===== config.mk =====
export PLATFORM = sky130hd
export DESIGN_NAME = dtu_wbuf
export DESIGN_NICKNAME = d
export VERILOG_FILES = /design/src/rtl/dtu_wbuf.sv
export SDC_FILE = /design/constraint.sdc
export NUM_CORES = 1
export LEC_CHECK = 0
export ABC_AREA = 1
export CORE_MARGIN = 5
export CORE_UTILIZATION = 40
export CTS_CLUSTER_SIZE = 40
export DETAILED_ROUTE_END_ITERATION = 16
export PLACE_DENSITY = 0.7
export SLEW_MARGIN = 20
export SYNTH_ARGS = -nofsm -noshare
export SYNTH_HDL_FRONTEND = slang
export SYNTH_SLANG_ARGS = --single-unit

===== constraint.sdc =====
create_clock -name clk -period 3.5 [get_ports clk]
set_clock_uncertainty 0.1 [all_clocks]
set_input_delay 0.7 -clock clk [delete_from_list [all_inputs] [get_ports clk]]
set_output_delay 0.7 -clock clk [all_outputs]
set_load 0.05 [all_outputs]

===== src/rtl/dtu_wbuf.sv =====
// dtu_wbuf: write buffer that merges loader and core writes into a FIFO and drains it to memory.
// Optional DTU_ADDR_CHECK_EN drops out-of-range core writes and flags them on sticky addr_err.
module dtu_wbuf #(
    parameter int DATA_W     = 8,
    parameter int ADDR_W     = 4,
    parameter int CPU_ADDR_W = 8,
    parameter int DEPTH      = 4
) (
    input  logic                      clk,
    input  logic                      rst_n,
    input  logic                      ld_valid,
    input  logic [ADDR_W-1:0]         ld_addr,
    input  logic [DATA_W-1:0]         ld_data,
    output logic                      ld_ready,
    input  logic                      cpu_valid,
    input  logic [CPU_ADDR_W-1:0]     cpu_addr,
    input  logic [DATA_W-1:0]         cpu_data,
    output logic                      cpu_ready,
    output logic                      mem_we,
    output logic [ADDR_W-1:0]         mem_addr,
    output logic [DATA_W-1:0]         mem_wdata,
    input  logic                      mem_ready,
`ifdef DTU_ADDR_CHECK_EN
    output logic                      addr_err,
`endif
    output logic [$clog2(DEPTH):0]    count,
    output logic                      full,
    output logic                      empty
);
    localparam int PW = $clog2(DEPTH);
    localparam int CW = PW + 1;
    localparam int EW = ADDR_W + DATA_W;

    logic [EW-1:0] store [DEPTH];
    logic [PW-1:0] wr_ptr, rd_ptr;
    logic [EW-1:0] wr_entry;
    logic          push, pop, cpu_fire;

    assign full      = count == CW'(DEPTH);
    assign empty     = count == '0;
    // ready is derived from pre-pop occupancy, so a full buffer never accepts
    assign ld_ready  = !full;
    assign cpu_ready = !full && !ld_valid;
    assign cpu_fire  = cpu_valid && cpu_ready;
    assign pop       = !empty && mem_ready;
    assign wr_entry  = ld_valid ? {ld_addr, ld_data} : {cpu_addr[ADDR_W-1:0], cpu_data};
    assign mem_we    = !empty;
    assign {mem_addr, mem_wdata} = empty ? '0 : store[rd_ptr];

`ifdef DTU_ADDR_CHECK_EN
    logic addr_bad;
    assign addr_bad = (cpu_addr >> ADDR_W) != '0;
    assign push     = (ld_valid && ld_ready) || (cpu_fire && !addr_bad);

    always_ff @(posedge clk or negedge rst_n) begin
        if (!rst_n)                 addr_err <= 1'b0;
        else if (cpu_fire && addr_bad) addr_err <= 1'b1;
    end
`else
    logic unused_addr_hi;
    assign unused_addr_hi = ^(cpu_addr >> ADDR_W);
    assign push           = (ld_valid && ld_ready) || cpu_fire;
`endif

    always_ff @(posedge clk) begin
        if (push) store[wr_ptr] <= wr_entry;
    end

    always_ff @(posedge clk or negedge rst_n) begin
        if (!rst_n) begin
            wr_ptr <= '0;
            rd_ptr <= '0;
            count  <= '0;
        end else begin
            if (push) wr_ptr <= wr_ptr + 1'b1;
            if (pop)  rd_ptr <= rd_ptr + 1'b1;
            count <= count + CW'(push) - CW'(pop);
        end
    end
endmodule

; Yosys cells after proc, flatten, opt, wreduce, memory -nomap -nowiden
; Memories as Yosys holds them, arrays and structs flattened.
; Index checks and enable logic that the tools add are counted.
[word_totals]
in_bits = 33
out_inout_bits = 20
latchBits = 0
reg_bits = 7
memories = 1
ram_bits = 48
romBits = 0
wordCells = 22
[memory_table]
columns = memory, depth, width, rd, rd_ports_with_merged_regs, wr, line_no
row1 = store, 4, 12, 1, 0, 1, 34  ; logic [EW-1:0] store [DEPTH];
[op_classes]
div = 0
n_reduce_logical = 9
n_mux = 4
magnitude_cmp = 0
bitwise_logic = 0
shift = 0
add_sub_neg = 4
eq_ne = 1
n_mul = 0
[ops]
columns = operator, count
row1 = two-way mux 12 bit, 2
row2 = adder 2 x 1 -> 2 bit (second input constant), 2
row3 = logical AND 1 bit, 4
row4 = adder 3 x 1 -> 3 bit, 1
row5 = equality test 3 bit (second input constant), 1
row6 = zero test 1 bit, 3
row7 = zero test 3 bit, 1
row8 = subtractor 3 x 1 -> 3 bit, 1
row9 = two-way mux 1 bit, 2
row10 = logical OR 1 bit, 1

; Logic depth before layout (Yosys ltp)
[depth]
depth_word = 7
ltp_mapped = 9
mapped_depth_nobuf = 9

; Worst setup path after synthesis
; OpenSTA, ideal clock, no wires.
[synth_path]
path_kind = register to output
from = reg count[1]
to = out mem_addr[2]
stages_incl_launch_ff = 6
path_slack_ns = 0.525
n_path_buf = 1
t_required_ns = 2.700
arrival_time_ns = 2.175
path_cell_list = dfrtp_1 inv_1 nand3_2 inv_2 buf_6 a21oi_1
[synth_via]
elab_chain_len = 2
[synth_rtl]
columns = item, line_no
row1 = start: declaration, 26  ; output logic [$clog2(DEPTH):0] count,
row2 = start signal: assignment, 77  ; count <= count + CW'(push) - CW'(pop);
row3 = zero test 3 bit, 40  ; assign empty = count == '0;
row4 = via empty, 28  ; output logic empty
row5 = two-way mux 12 bit, 48  ; assign {mem_addr, mem_wdata} = empty ? '0 : store[rd_ptr];
row6 = end: declaration, 20  ; output logic [ADDR_W-1:0] mem_addr,
; The timed path passes the listed nets, and every way through them passes these cells.

; Worst setup path in the final report
[layout_path]
from = reg rd_ptr[0]
to = out mem_wdata[5]
[layout_via]
elab_chain_len = 2
[layout_rtl]
columns = item, line_no
row1 = start: declaration, 35  ; logic [PW-1:0] wr_ptr, rd_ptr;
row2 = start signal: assignment, 76  ; if (pop) rd_ptr <= rd_ptr + 1'b1;
row3 = memory (4 x 12 bit), -
row4 = two-way mux 12 bit, 48
row5 = end: declaration, 21  ; output logic [DATA_W-1:0] mem_wdata,
; Every way passes these cells.

==> reports/metrics.yaml <==
grt_pass1_wl_um: 8650
timing.rr.end: "count[2]"
grt_max_degree: 26
vias_per_cell: 4.51
hold_depth: 2
drc: 0
max_freq_mhz: 321
nets: 375
tightest_slew_ps: 513
syn_inst: 284
min_period_ps: 3120
syn_area_um2: 2760
worst-r2r-cell-count: 9
yosysMostFrequentCell: "nand2_1"
grt.overflow.total: 0
holdCritPathClass: "reg -> reg"
post-route-period-util_pct: 89.1
power.switching_uw: 1530
utilization_pct: 49.9
die_w_um: 93.0
antenna_found_initial: 0
async_flop_share_pct: 12.7
synth-edff-count: 48
grt_util_met1_pct: 14.3
seq_area_um2: 1620
syn_area_per_cell_um2: 9.71
rsz0062_at_grt: "false"
h-tree-depth: 2
clk_pin_slew_worst_paths_ps: 90
n_fill_cell: 612
holdPathEnd: "wr_ptr[1]"
relSlewSlack_pct: 65.7
pwr-share-clk_pct: 10.3
total_leakage_power_uw: 0.00155
yosysUniqueCellTypes: 19
placed_cell_area_um2: 3290
yosys.area.top_type: "edfxtp_1"
drv.max_cap_violation_count: 0
cp_max_fo: 25
core_area_um2: 6760
grt_usage_pct: 13.2
setup_ws_ps: 382
clock_path_buffers: 2
powerDensity_nw_per_um2: 949
synth_ff_type: "edfxtp_1"
synth.area.top_cells: "edfxtp_1 52%, nand2_1 12%, inv_1 8.3%, dfrtp_1 6.4%, nand3_1 3.6%"
cp.required_ps: 2700
die_area_um2: 8650
multi_input_area_um2: 807
ios: 53
busiest_layer: "met2"
yosysWarnings: 0
finalSetupTns_ps: 0
met2_usage_pct: 24.1
finalHoldViolations: 0
root_buffer: "clkbuf_8"
synth_common_cells: "85 x nand2_1, 61 x inv_1, 48 x edfxtp_1, 20 x nand3_1, 11 x nand2_2"
p_comb_share_pct: 57.5
initial_core_util_pct: 40.8
cts_resized: 0
cts_made_buffers: 5
cts_hold_buffers: 0
arrival_ps: 2320
dpl.hpwl_um: 3670
syn_to_final_growth_pct: 22.4
die_h_um: 93.0
worstSetupEndpointType: "output pin"
synth_nets: 324
min_from: "wr_ptr[1]"
ant_nets: 0
synth_top_cell_area_share_pct: 52.3
p_sw_share_pct: 47.7
gp_congestion: 0.774
clock-sinks: 55
vias: 1878
diodes: 0
port_buffers: 48
r2r-start: "count[1]"
grt_pass1_vias: 1809
pre_cts_ws_ps: 724
cts_tree: "yes"
use_met3_pct: 3.54
drt_wl_total_um: 5310
crit_type: "reg -> out"
clock_latency_ps: 310
ys_ff_latch: 55
setup_viol: 0
drt_first_pass_iters: 4
rows: 30
drt_iter0_drc: 101
drv_slew: 0
p_seq_share_pct: 32.3
wl_per_cell_um: 12.8
final_cell_area_um2: 3370
peakVddDrop_v: 0.000361
cp-start-kind: "flop"
p_int_uw: 1670
outcome: "finished, final reports clean"
drive_gt1_share_pct: 14.6
r2r_slack_ps: 1420
whs_ps: 436
cts_setup_buffers: 0
seq_area_frac_synth_pct: 58.6
-- layer usage --
metal	wire (µm)	vias to the layer above
li1	-	973
met1	2090	856
met2	2800	37
met3	272	12
met4	143	0
met5	0	-
-- area by class of cell --
class                   instances  area share, %
well taps                      80           2.97
inverters                      65           7.30
clock inverters                 1          0.222
flip-flops and latches         55           47.9
clock buffers                   7           2.26
repair buffers                 55           15.4
multi-input cells             153           23.9
-- registers in the layout, summed over array words and instances, names as in the netlist --
register and count:
store 48, wr_ptr 2, count 3, rd_ptr 2
-- placed cells by master (no fill, tap or decap), types with 2 or more instances in the layout --
master	count
nand3_2	9
xnor2_1	2
nor2_1	5
buf_4	12
clkbuf_1	2
nand3_1	20
inv_2	3
edfxtp_1	48
dfrtp_1	7
a21oi_1	5
a21oi_2	7
inv_1	61
ha_1	6
nand2_2	11
clkbuf_8	5
nand2_1	85
clkdlybuf4s50_1	43
-- metrics by stage --
step                power, µW  instances
finish                   3200        416
global route             3410        416
CTS                      3240        416
detailed placement       2910        408
global placement         2880        408
floorplan                2390        284
-- critical path, cell delays in order, from the launching register on --
cell and delay (ps):
dfrtp_1 620, inv_4 230, nand2_1 110, nand3_1 80
a21oi_2 150, clkdlybuf4s50_1 820
-- how the worst max path moves through the flow --
| stage | from | end | slack, ps | cells after the start |
|---|---|---|---|---|
| after global placement | rd_ptr[0] | mem_wdata[5] | 740 | 5 |
| after floorplan | count[1] | mem_addr[2] | 520 | 5 |
| final | rd_ptr[0] | mem_wdata[5] | 380 | 5 |
| after global routing | rd_ptr[0] | mem_wdata[5] | 240 | 5 |
| after detailed placement | rd_ptr[0] | mem_wdata[5] | 720 | 5 |
| after CTS | rd_ptr[0] | mem_wdata[5] | 370 | 5 |
-- cells by family after synthesis --
family,share of synthesized area [%]
and+or+nand+nor,21.9
adders and majority gates,3.45
DFF,58.6
buffers and inverters,12.1
AOI/OAI and AO/OA,3.31
xor gates and xnor gates,0.636
-- power by group through the flow --
stage                     sequential [µW]  combinational (µW)  clock, µW
after floorplan                      1080                1310          0
after global placement               1040                1840          0
after detailed placement             1050                1870          0
after CTS                            1030                1870        340
after global routing                 1050                2000        364
final                                1030                1840        329
No activity file was read; power rests on OpenSTA's default activity.
